`config.mk`:
```
export PLATFORM = sky130hd
export DESIGN_NAME = div_arbiter
export DESIGN_NICKNAME = d
export VERILOG_FILES = /design/src/rtl/div_arbiter_pkg.sv /design/src/rtl/div_arbiter_rr_pick2.sv /design/src/rtl/div_arbiter.sv
export SDC_FILE = /design/constraint.sdc
export NUM_CORES = 1
export LEC_CHECK = 0
export CAP_MARGIN = 20
export CORE_AREA = 2 2 76 78
export DETAILED_ROUTE_END_ITERATION = 16
export DIE_AREA = 0 0 78 80
export HOLD_SLACK_MARGIN = 0.15
export PLACE_DENSITY = 0.84
export REMOVE_ABC_BUFFERS = 1
export SLEW_MARGIN = 20
export SYNTH_ARGS = -nofsm -noshare
export SYNTH_HDL_FRONTEND = slang
export SYNTH_HIERARCHICAL = 1
export SYNTH_SLANG_ARGS = --single-unit
```
`constraint.sdc`:
```
create_clock -name clk -period 6.1 [get_ports clk]
set_clock_uncertainty 0.2 [all_clocks]
set_input_delay 0.61 -clock clk [delete_from_list [all_inputs] [get_ports clk]]
set_output_delay 0.61 -clock clk [all_outputs]
set_load 0.005 [all_outputs]
```
`src/rtl/div_arbiter_pkg.sv`:
```
`default_nettype none
// +-----------------------------------------------------------------------+
// | div_arbiter_pkg                                                       |
// | State encoding and shared constants for the divider arbiter.          |
// | Rev 1.0                                                               |
// +-----------------------------------------------------------------------+
package div_arbiter_pkg;

    localparam logic [1:0] c_st_idle = 2'd0;
    localparam logic [1:0] c_st_load = 2'd1;
    localparam logic [1:0] c_st_wait = 2'd2;
    localparam logic [1:0] c_st_resp = 2'd3;

    localparam int         c_timeout_default = 20;
    localparam logic [7:0] c_sat             = 8'hFF;

    // Counter must hold TIMEOUT itself and never be narrower than 5 bits.
    function automatic int cnt_width(input int timeout);
        int w;
        w = $clog2(timeout + 1);
        return (w > 5) ? w : 5;
    endfunction

endpackage
`default_nettype wire

```
`src/rtl/div_arbiter_rr_pick2.sv`:
```
`default_nettype none
// +-----------------------------------------------------------------------+
// | rr_pick2                                                              |
// | Two-way round-robin picker; ties go to the requester not last served. |
// | Rev 1.0                                                               |
// +-----------------------------------------------------------------------+
module rr_pick2
    import div_arbiter_pkg::*;
(
    input  logic req0,
    input  logic req1,
    input  logic last_gnt,
    output logic gnt,
    output logic valid
);

    always_comb begin
        valid = req0 | req1;
        gnt   = 1'b0;
        if (req0 && req1) begin
            gnt = ~last_gnt;
        end else if (req1) begin
            gnt = 1'b1;
        end
    end

endmodule
`default_nettype wire

```
`src/rtl/div_arbiter.sv`:
```
`default_nettype none
// +-----------------------------------------------------------------------+
// | div_arbiter                                                           |
// | Shares one external divider between two requesters, with zero-divisor |
// | bypass and a sticky timeout abort.                                    |
// | Rev 1.0                                                               |
// +-----------------------------------------------------------------------+
module div_arbiter
    import div_arbiter_pkg::*;
#(
    parameter int TIMEOUT = c_timeout_default
) (
    input  logic       clk,
    input  logic       rst,
    input  logic       req0,
    input  logic       req1,
    input  logic [7:0] a0,
    input  logic [7:0] b0,
    input  logic [7:0] a1,
    input  logic [7:0] b1,
    output logic       done0,
    output logic       done1,
    output logic [7:0] q_out,
    output logic [7:0] r_out,
    output logic       err,
    output logic       busy,
    output logic       load,
    output logic [7:0] d1,
    output logic [7:0] d2,
    input  logic       ready,
    input  logic [7:0] QUOTN,
    input  logic [7:0] REMDR
);

    localparam int c_cnt_w = cnt_width(TIMEOUT);
    localparam logic [c_cnt_w-1:0] c_cnt_last = c_cnt_w'(TIMEOUT - 1);

    logic [1:0]         r_state, w_state_nxt;
    logic               r_gnt, w_gnt_nxt;
    logic               r_last_gnt, w_last_gnt_nxt;
    logic [c_cnt_w-1:0] r_cnt, w_cnt_nxt;
    logic               r_load, w_load_nxt;
    logic               r_done0, w_done0_nxt;
    logic               r_done1, w_done1_nxt;
    logic               r_busy, w_busy_nxt;
    logic               r_err, w_err_nxt;
    logic [7:0]         r_d1, w_d1_nxt;
    logic [7:0]         r_d2, w_d2_nxt;
    logic [7:0]         r_q, w_q_nxt;
    logic [7:0]         r_r, w_r_nxt;

    logic               w_pick_gnt;
    logic               w_pick_valid;
    logic [7:0]         w_sel_a;
    logic [7:0]         w_sel_b;

    rr_pick2 u_pick (
        .req0     (req0),
        .req1     (req1),
        .last_gnt (r_last_gnt),
        .gnt      (w_pick_gnt),
        .valid    (w_pick_valid)
    );

    assign w_sel_a = w_pick_gnt ? a1 : a0;
    assign w_sel_b = w_pick_gnt ? b1 : b0;

    always_ff @(posedge clk) begin
        if (rst) begin
            r_state    <= c_st_idle;
            r_gnt      <= 1'b0;
            r_last_gnt <= 1'b1;
            r_cnt      <= '0;
            r_load     <= 1'b0;
            r_done0    <= 1'b0;
            r_done1    <= 1'b0;
            r_busy     <= 1'b0;
            r_err      <= 1'b0;
            r_d1       <= 8'h00;
            r_d2       <= 8'h00;
            r_q        <= 8'h00;
            r_r        <= 8'h00;
        end else begin
            r_state    <= w_state_nxt;
            r_gnt      <= w_gnt_nxt;
            r_last_gnt <= w_last_gnt_nxt;
            r_cnt      <= w_cnt_nxt;
            r_load     <= w_load_nxt;
            r_done0    <= w_done0_nxt;
            r_done1    <= w_done1_nxt;
            r_busy     <= w_busy_nxt;
            r_err      <= w_err_nxt;
            r_d1       <= w_d1_nxt;
            r_d2       <= w_d2_nxt;
            r_q        <= w_q_nxt;
            r_r        <= w_r_nxt;
        end
    end

    always_comb begin
        w_state_nxt    = r_state;
        w_gnt_nxt      = r_gnt;
        w_last_gnt_nxt = r_last_gnt;
        w_cnt_nxt      = r_cnt;
        w_load_nxt     = 1'b0;
        w_done0_nxt    = 1'b0;
        w_done1_nxt    = 1'b0;
        w_err_nxt      = r_err;
        w_d1_nxt       = r_d1;
        w_d2_nxt       = r_d2;
        w_q_nxt        = r_q;
        w_r_nxt        = r_r;

        case (r_state)
            c_st_idle: begin
                if (w_pick_valid) begin
                    w_gnt_nxt = w_pick_gnt;
                    if (w_sel_b != 8'h00) begin
                        w_d1_nxt    = w_sel_a;
                        w_d2_nxt    = w_sel_b;
                        w_load_nxt  = 1'b1;
                        w_state_nxt = c_st_load;
                    end else begin
                        // Divide by zero never touches the shared divider.
                        w_q_nxt     = c_sat;
                        w_r_nxt     = w_sel_a;
                        w_state_nxt = c_st_resp;
                    end
                end
            end
            c_st_load: begin
                w_cnt_nxt   = '0;
                w_state_nxt = c_st_wait;
            end
            c_st_wait: begin
                if (ready) begin
                    w_q_nxt     = QUOTN;
                    w_r_nxt     = REMDR;
                    w_state_nxt = c_st_resp;
                end else begin
                    w_cnt_nxt = r_cnt + c_cnt_w'(1);
                    if (r_cnt == c_cnt_last) begin
                        w_err_nxt   = 1'b1;
                        w_q_nxt     = c_sat;
                        w_r_nxt     = c_sat;
                        w_state_nxt = c_st_resp;
                    end
                end
            end
            c_st_resp: begin
                w_last_gnt_nxt = r_gnt;
                w_state_nxt    = c_st_idle;
            end
            default: begin
                w_state_nxt = c_st_idle;
            end
        endcase

        // Done is raised on the way into RESP so it is visible during RESP.
        if ((w_state_nxt == c_st_resp) && (r_state != c_st_resp)) begin
            w_done0_nxt = ~w_gnt_nxt;
            w_done1_nxt = w_gnt_nxt;
        end

        w_busy_nxt = (w_state_nxt != c_st_idle);
    end

    assign done0 = r_done0;
    assign done1 = r_done1;
    assign q_out = r_q;
    assign r_out = r_r;
    assign err   = r_err;
    assign busy  = r_busy;
    assign load  = r_load;
    assign d1    = r_d1;
    assign d2    = r_d2;

endmodule
`default_nettype wire

```
## After elaboration in Yosys (flattened, before gate mapping)

Cells that the tools add are included.

- Register bits after elaboration: 46
- Input bits: 53
- Logic and storage cells: 67

- $add $sub $neg: 1
- Equal/unequal tests: 10
- Mux-type cells: 23
- Bitwise gates (word level): 7
- Reduce and logical (&&, ||, !) cells: 13

Operators with widths:

| operator | number |
|---|---|
| $mux 8 | 9 |
| $pmux 8 s2 | 2 |
| $pmux 5 s2 | 1 |
| $mux 2 | 4 |
| $pmux 2 s4 | 1 |
| $reduce_bool 8->1 | 1 |
| $eq 2x2->1 const B | 3 |
| $ne 2x2->1 const B | 3 |
| $not 1->1 | 6 |
| $reduce_and 3->1 | 2 |
| $reduce_bool 2->1 | 3 |
| $add 5x1->5 const B | 1 |
| $eq 5x5->1 const B | 1 |
| $mux 1 | 5 |
| $mux 5 | 1 |
| $reduce_and 4->1 | 1 |
| $ne 3x3->1 const B | 1 |
| $reduce_or 3->1 | 1 |
| $eq 2x1->1 const B | 1 |
| $logic_and 1x1->1 | 2 |
| $logic_not 2->1 | 1 |
| $ne 2x1->1 const B | 1 |
| $reduce_and 2->1 | 1 |
| $reduce_or 2->1 | 1 |
| $or 1x1->1 | 1 |

## Depth between registers and ports, before layout

Gate-level depths: netlist (run 1).

- Depth after elaboration: 11
- Mapped depth: 7
- Mapped depth without buffers: 5

## By module

Netlist (run 1), hierarchy kept.

Modules (own cells, without submodules):

| module | instances | cells each | area each (µm²) | sequential area each (µm²) |
|---|---|---|---|---|
| div_arbiter | 1 | 253 | 2347.3 | 920.9 |
| rr_pick2 | 1 | 2 | 13.8 | 0.0 |

## Worst setup path after synthesis (run 1)

Ideal clock, no wire load.

- Kind: input-to-reg
- Start point: input port b0[4]
- End point: register r_d2[6], in the netlist d2[6]
- Data arrival time: 1.996 ns
- Data required time: 5.755 ns
- Slack: 3.758 ns
- Cell stages on the path: 6
- Path buffers: 2
- Cell sequence: or4_4 -> or3_1 -> buf_2 -> buf_6 -> a31oi_1 -> a211oi_1

- Longest elaborated chain between the ends: 3

RTL lines:

| element | RTL line | RTL |
|---|---|---|
| start, declared | div_arbiter.sv:18 | `input logic [7:0] b0,` |
| $mux 8 | div_arbiter.sv:66 | `assign w_sel_b = w_pick_gnt ? b1 : b0;` |
| $reduce_bool 8->1 | div_arbiter.sv:118 | `if (w_sel_b != 8'h00) begin` |
| $reduce_and 3->1 (no line) | - |  |
| end signal, assigned | div_arbiter.sv:94 | `r_d2 <= w_d2_nxt;` |
| end, declared | div_arbiter.sv:48 | `logic [7:0] r_d2, w_d2_nxt;` |

Every way passes these cells.
A chain may end at the register's enable or synchronous reset.

## Worst setup path after layout (run 1)

- Start point: input port req1
- End point: register r_d1[5], in the netlist d1[5]

- Longest elaborated chain between the ends: 5
- Elaborated cells on any way between the ends: 8
- Classes of those cells: mux: 4; bitwise: 1; reduce/logical: 3

RTL lines:

| element | RTL line | RTL |
|---|---|---|
| start, declared | div_arbiter.sv:16 | `input logic req1,` |
| $mux 1 / $logic_and 1x1->1 (equally long branches) | div_arbiter_rr_pick2.sv:22, div_arbiter_rr_pick2.sv:20 |  |
| $mux 1 * | div_arbiter_rr_pick2.sv:20 | `if (req0 && req1) begin` |
| named net w_pick_gnt | div_arbiter.sv:52 | `logic w_pick_gnt;` |
| $mux 8 | div_arbiter.sv:66 |  |
| $reduce_bool 8->1 | div_arbiter.sv:118 |  |
| $reduce_and 3->1 (no line) | - |  |
| end signal, assigned | div_arbiter.sv:93 | `r_d1 <= w_d1_nxt;` |
| end, declared | div_arbiter.sv:47 | `logic [7:0] r_d1, w_d1_nxt;` |

Mark *: on every way through the listed nets, which the timed path passes. The rest lies on a longest branch.

==> impl_results.md, run 1 <==
- Area delta synth->final: 41.65%
- Initial core utilization: 43.68%
- Pin count of the biggest net entering global routing: 53
- Clk_lat worst skew: 0.31 ns
- Top cell type by total area after synthesis: dfxtp_1
- Fin. Hold Viols: 0
- Post-synthesis adder-cell area fraction: 0.5299%
- Worst Hold Path Cells: 2
- H-tree levels: 2
- FF-to-FF setup slack: 3.81 ns
- Post-CTS Setup Inserts: 0
- Num CTS Buffers: 5
- TNS Setup: 0 ns
- Mean area per synthesized cell: 9.259 µm²
- Main combinational cell family by area after synthesis: compound AO/OA/AOI/OAI gates
- Metal3 WL: 373 µm
- Initial antenna violation count: 0
- Post-placement cell count: 398
- Fmax: 368.3 MHz
- Number of enable flip-flop cells after synthesis: 0
- Die W: 78 µm
- DRT iter0 DRCs: 117
- Slew headroom: 37.05%
- Simple-gate area share of the yosys netlist: 16.27%
- Unique masters post-synth: 44
- Overall die height: 80 µm
- Final Cycle Share: 44.52%
- Drt pass-1 iters: 4
- Synth Register Bits: 46
- Actual slew at the worst max-slew pin: 0.9391 ns
- CTS tree: done
- Number of core rows: 27
- Worst-case reg-to-reg path depth: 5
- CTS Root Cell: clkbuf_8
- Status: complete, no violations
- Placed wire-length estimate: 4.354 mm
- Post-synth top cells: 46 x dfxtp_1, 24 x nor2_1, 23 x a211oi_1
- Vias in the first global route: 2113
- Post-synthesis cell count: 255
- Final non-filler cell total: 406
- Leakage: 1.245 nW
- Clock Sinks: 46
- Class of the worst hold path: reg -> reg
- IO Pins: 90
- RSZ-0062 raised after global routing: false
- Cell area power density: 230.1 nW/µm²
- Clock transition at path regs: 0.08 ns
- Peak VDD IR: 0.1612 mV
- Nets: 387
- Diode count: 0
- Resized cells post-CTS: 0
- Total track usage: 19.77%
- Total chip power: 769.7 µW
- Top cells by area, synth: dfxtp_1 39%, mux2i_1 8.1%, a211oi_1 7.3%
- Crit end category: register
- Final worst path period need: 2.715 ns
- Die area: 6240 µm²
- Highest Signal Layer: met4
- Netlist Area Pre-Place: 2361 µm²
- Sequential area share after synthesis: 39.00%
- Slew Viols, Final: 0
- Critical path data required time: 6.05 ns
- Hold WS: 0.2583 ns
- Max cap viols: 0
- # DRC: 0
- Via Count: 2227
- Count leader, synth: dfxtp_1
- Grt ovf: 0
- Compound-Gate Fraction of Synth Area: 24.64%
- Buffers on Ports: 89
- Crit path arrival time: 2.67 ns
- Top-area cell type share of the netlist area: 39.00%
- Post-CTS Hold Fix Bufs: 0
- Gpl congestion: 0.7612
- XOR/XNOR share of the synthesized area: 0%
- Vias per cell: 5.485
- # setup viols final: 0
- Met2 routed wirelength: 2.973 mm
- Drt wl/cell: 14.83 µm
- Syn. warnings: 6
- Routed Antenna Nets: 0
- Wl on met1: 2.580 mm
- CP startpoint kind: primary input
- Layout cells sized above 1: 9.281%
- WL final: 6.020 mm
- Worst-path fanout max: 21
- Top FF cell, synth: dfxtp_1
- First-pass GRT wire length: 9.949 mm
- Longest Clk Path Bufs: 2
- Async SR Flop Fraction: 0%
- Core area: 5405 µm²
- Setup Crit Path Kind: in -> reg
- Post-synthesis mux area share: 11.87%
[per-stage QoR]
| stage | util (%) | worst slack (ns) | cell area, µm² |
|---|---|---|---|
| after CTS | 61.88 | 3.392 | 3344 |
| after global placement | 60.19 | 3.120 | 3253 |
| after global routing | 61.88 | 3.209 | 3344 |
| final | 61.88 | 3.385 | 3344 |
| after floorplan | - | 2.662 | 2258 |
| after detailed placement | 60.19 | 3.071 | 3253 |
[path summary, 6_finish.rpt]
check,from,to
setup / recovery,req1,d1[5]
hold / removal,q_out[2],q_out[2]
setup reg to reg,r_cnt[0],q_out[1]
hold reg to reg,q_out[2],q_out[2]
[flip-flops by register name, summed over array words and instances (netlist names)]
signal      count
r_out           8
q_out           8
busy            1
done1           1
r_gnt           1
r_state         2
load            1
d1              8
r_cnt           5
d2              8
err             1
done0           1
r_last_gnt      1
[cells by family (layout without fill, tap and decap cells)]
logic type	after synthesis	count (layout)
multiplexers	27	27
AO/OA/AOI/OAI	74	74
buffers and inverters	41	120
AND/OR/NAND/NOR	66	66
adder cells (fa/ha/maj)	1	1
flip-flops	46	46
[power breakdown]
group          total, mW  internal, mW  switching, mW
Combinational      0.222         0.129         0.0926
Sequential         0.356         0.334         0.0224
Clock              0.192        0.0915          0.100
[critical path, stage by stage]
cell and delay (ns):
clkdlybuf4s50_1 0.46, a21boi_2 0.14, buf_4 0.31, inv_1 0.18, or3_1 0.62, a31oi_1 0.27, nor3_1 0.07
[placed cells by master (no fill, tap or decap), types with 2 or more instances in the layout]
cell type	synthesis	layout
a211oi_1	23	23
a211oi_2	2	2
a21oi_1	5	5
a311o_1	8	8
a31oi_1	18	18
buf_4	0	2
clkbuf_8	0	6
clkdlybuf4s50_1	0	88
dfxtp_1	46	46
inv_1	21	21
mux2_2	8	8
mux2i_1	19	19
nand2_1	3	3
nand2b_1	9	9
nand4b_1	2	2
nor2_1	24	24
nor2b_1	4	4
nor3_1	9	9
nor3b_1	2	2
o211ai_1	2	2
o21ai_0	3	3
o21ai_2	2	2
or3_1	2	2
or4_4	4	4
[routing by layer]
layer / GRT usage [%] / up-vias
li1: - / 1098
met1: 24.90 / 1046
met2: 32.76 / 74
met3: 4.977 / 9
met4: 7.193 / 0
met5: 0 / -
[cell type report]
cell class / count / area [µm²]
fill: 463 / 2061
multi-input combinational: 168 / 1262
sequential: 46 / 920.9
timing repair buffer: 91 / 900.9
tap: 72 / 90.09
clock buffer: 7 / 86.33
inverter: 21 / 78.83
clock inverter: 1 / 5.005
Power figures use the tool's default switching activity.
==> run 2: changes to the inputs <==
--- a/config.mk
+++ b/config.mk
@@ -6,11 +6,11 @@
 export NUM_CORES = 1
 export LEC_CHECK = 0
 export CAP_MARGIN = 20
-export CORE_AREA = 2 2 76 78
+export CORE_AREA = 2 2 80 82
 export DETAILED_ROUTE_END_ITERATION = 16
-export DIE_AREA = 0 0 78 80
+export DIE_AREA = 0 0 82 84
 export HOLD_SLACK_MARGIN = 0.15
-export PLACE_DENSITY = 0.84
+export PLACE_DENSITY = 0.8
 export REMOVE_ABC_BUFFERS = 1
 export SLEW_MARGIN = 20
 export SYNTH_ARGS = -nofsm -noshare
==> constraint.sdc (replaced) <==
create_clock -name clk -period 2.4 [get_ports clk]
set_clock_uncertainty 0.2 [all_clocks]
set_input_delay 0.24 -clock clk [delete_from_list [all_inputs] [get_ports clk]]
set_output_delay 0.24 -clock clk [all_outputs]
set_load 0.005 [all_outputs]
==> run 2 against run 1 <==
Compared with the run above:
- worst setup slack lost 3.2 ns
- core utilization shrank 5.1 points
- critical path depth shrank 2
- critical path type is now reg -> reg
==> impl_results.md, run 2 (synthesis gave the netlist of run 1 again) <==
- Status: complete, no violations (unchanged)
- Number of core rows: 29 (was 27)
- Resized cells post-CTS: 0 (unchanged)
- Routed Antenna Nets: 0 (unchanged)
- DRT iter0 DRCs: 103 (was 117)
- Fin. Hold Viols: 0 (unchanged)
- FF-to-FF setup slack: 0.21 ns (was 3.81 ns)
- Slew headroom: 64.10% (was 37.05%)
- Crit path arrival time: 2.21 ns (was 2.67 ns)
- Endpoint, Worst Hold: err (was q_out[2])
- Crit-path cells: ha_1 -> nor4bb_1 -> o221ai_1 -> o21bai_4 -> a211oi_1 (was clkdlybuf4s50_1 -> a21boi_2 -> buf_4 -> inv_1 -> or3_1 -> a31oi_1 -> nor3_1)
- Peak VDD IR: 0.3231 mV (was 0.1612 mV)
- Vias per cell: 5.423 (was 5.485)
- Final worst path period need: 2.190 ns
- Switch share: 28.73% (was 27.98%)
- RR Endpoint: q_out[3] (was q_out[1])
- Commonest non-fill, non-tap cell in the layout: clkdlybuf4s50_1 (unchanged)
- Hold WS: 0.1798 ns (was 0.2583 ns)
- Clock transition at path regs: 0.09 ns (was 0.08 ns)
- Drt pass-1 iters: 4 (unchanged)
- IO Pins: 90 (unchanged)
- Worst-path fanout max: 16 (was 21)
- Drt wl/cell: 15.15 µm (was 14.83 µm)
- CTS tree: done (unchanged)
- Pin count of the biggest net entering global routing: 29 (was 53)
- TNS Setup: 0 ns (unchanged)
- Worst-case reg-to-reg path depth: 5 (unchanged)
- Placed wire-length estimate: 4.861 mm (was 4.354 mm)
- Post-CTS Hold Fix Bufs: 0 (unchanged)
- Gpl congestion: 0.8684 (was 0.7612)
- # setup viols final: 0 (unchanged)
- Num CTS Buffers: 5 (unchanged)
- Final Util: 56.73% (was 61.88%)
- RSZ-0062 raised after global routing: false (unchanged)
- CTS Root Cell: clkbuf_8 (unchanged)
- Switching power: 566.5 µW (was 215.3 µW)
- Final Cycle Share: 91.25%
- Nets: 402 (was 387)
- Area delta synth->final: 46.48% (was 41.65%)
- Max cap viols: 0 (unchanged)
- WL final: 6.456 mm (was 6.020 mm)
- Worst path max stage delay: 0.42 ns (was 0.62 ns)
- Vias in the first global route: 2225 (was 2113)
- Diode count: 0 (unchanged)
- Setup Crit Path Kind: reg -> reg (was in -> reg)
- Gate power share: 30.7% (was 28.8%)
- Post-placement cell count: 418 (was 398)
- Most frequent cells in the layout: 88 x clkdlybuf4s50_1, 46 x dfxtp_1, 24 x nor2_1, 23 x a211oi_1, 21 x inv_1 (unchanged)
- First-pass GRT wire length: 10.13 mm (was 9.949 mm)
- Buffers on Ports: 89 (unchanged)
- Die W: 82 µm (was 78 µm)
- Total track usage: 18.61% (was 19.77%)
- Layout cells sized above 1: 13.18% (was 9.281%)
- Clock power frac: 23.7% (was 24.9%)
- Worst Hold Path Cells: 2 (unchanged)
- Clk_lat worst skew: 0.30 ns (was 0.31 ns)
- Internal power: 1.405 mW (was 554.4 µW)
- Worst reg2reg startpoint: r_cnt[0] (unchanged)
- Class of the worst hold path: in -> reg (was reg -> reg)
- Initial antenna violation count: 0 (unchanged)
- Total chip power: 1.972 mW (was 769.7 µW)
- CP startpoint kind: register (was primary input)
- Fmax: 456.6 MHz
- # DRC: 0 (unchanged)
- Crit end category: register (unchanged)
- Slew Viols, Final: 0 (unchanged)
- Grt ovf: 0 (unchanged)
- Initial core utilization: 38.73% (was 43.68%)
- Actual slew at the worst max-slew pin: 0.5370 ns (was 0.9391 ns)
- Cell area power density: 570.1 nW/µm² (was 230.1 nW/µm²)
- Leakage: 1.312 nW (was 1.245 nW)
- Slowest CP cell: dfxtp_1 (was or3_1)
- Die area: 6888 µm² (was 6240 µm²)
- Via Count: 2310 (was 2227)
- Post-CTS Setup Inserts: 0 (unchanged)
- Overall die height: 84 µm (was 80 µm)
- Critical path data required time: 2.42 ns (was 6.05 ns)
- Sequential group share of total power: 45.6% (was 46.3%)
- H-tree levels: 2 (unchanged)
- Final non-filler cell total: 426 (was 406)
- Core area: 6096 µm² (was 5405 µm²)
- Longest Clk Path Bufs: 2 (unchanged)
- Clock Sinks: 46 (unchanged)
- Hold path start: rst (was q_out[2])
[run 2: metal layers]
metal	global-route usage, %	share of wire [%]	vias to the layer above
met5	0	0	-
met4	6.061	1.3	0
met3	3.571	6.2	7
met2	31.34	49	75
met1	23.45	43	1099
li1	-	-	1129
[run 2: final cells by class]
type | count | area, µm²
clock inverters | 2 | 13.76
multi-input cells | 168 | 1262
inverters | 21 | 78.83
flip-flops and latches | 46 | 920.9
clock buffers | 6 | 72.57
repair buffers | 106 | 1013
well taps | 77 | 96.34
fillers | 549 | 2638
[run 2: power groups by stage]
| stage | Combinational [mW] | Sequential (mW) | Clock [mW] |
|---|---|---|---|
| after floorplan | 0.247 | 0.921 | 0 |
| after global placement | 0.595 | 0.913 | 0 |
| after global routing | 0.654 | 0.909 | 0.516 |
| after detailed placement | 0.607 | 0.916 | 0 |
| final | 0.606 | 0.899 | 0.467 |
| after CTS | 0.610 | 0.899 | 0.484 |
[run 2: worst max path at each step]
stage | startpoint | end | slack, ns | cells after the start
floorplan | r_last_gnt | d2[0] | -0.71 | 5
global placement | b1[4] | q_out[0] | -0.06 | 5
detailed placement | b1[4] | q_out[2] | -0.1 | 5
CTS | r_cnt[0] | q_out[2] | 0.19 | 5
global route | r_cnt[0] | q_out[2] | 0.04 | 5
finish | r_cnt[0] | q_out[3] | 0.21 | 5
[run 2: through the flow]
step           cell area (µm²)  setup WS [ns]
2_1_floorplan             2258        -0.7148
5_1_grt                   3458        0.03972
6_report                  3458         0.2100
4_1_cts                   3458         0.1898
3_5_place_dp              3372       -0.09864
3_3_place_gp              3372       -0.05595
[run 2: critical path, delay by kind of cell (launching register included)]
kind	cells	cell delay (ns)
adders and majority gates	1	0.25
DFF	1	0.42
and+or+nand+nor	1	0.40
AOI/OAI and AO/OA	3	0.84
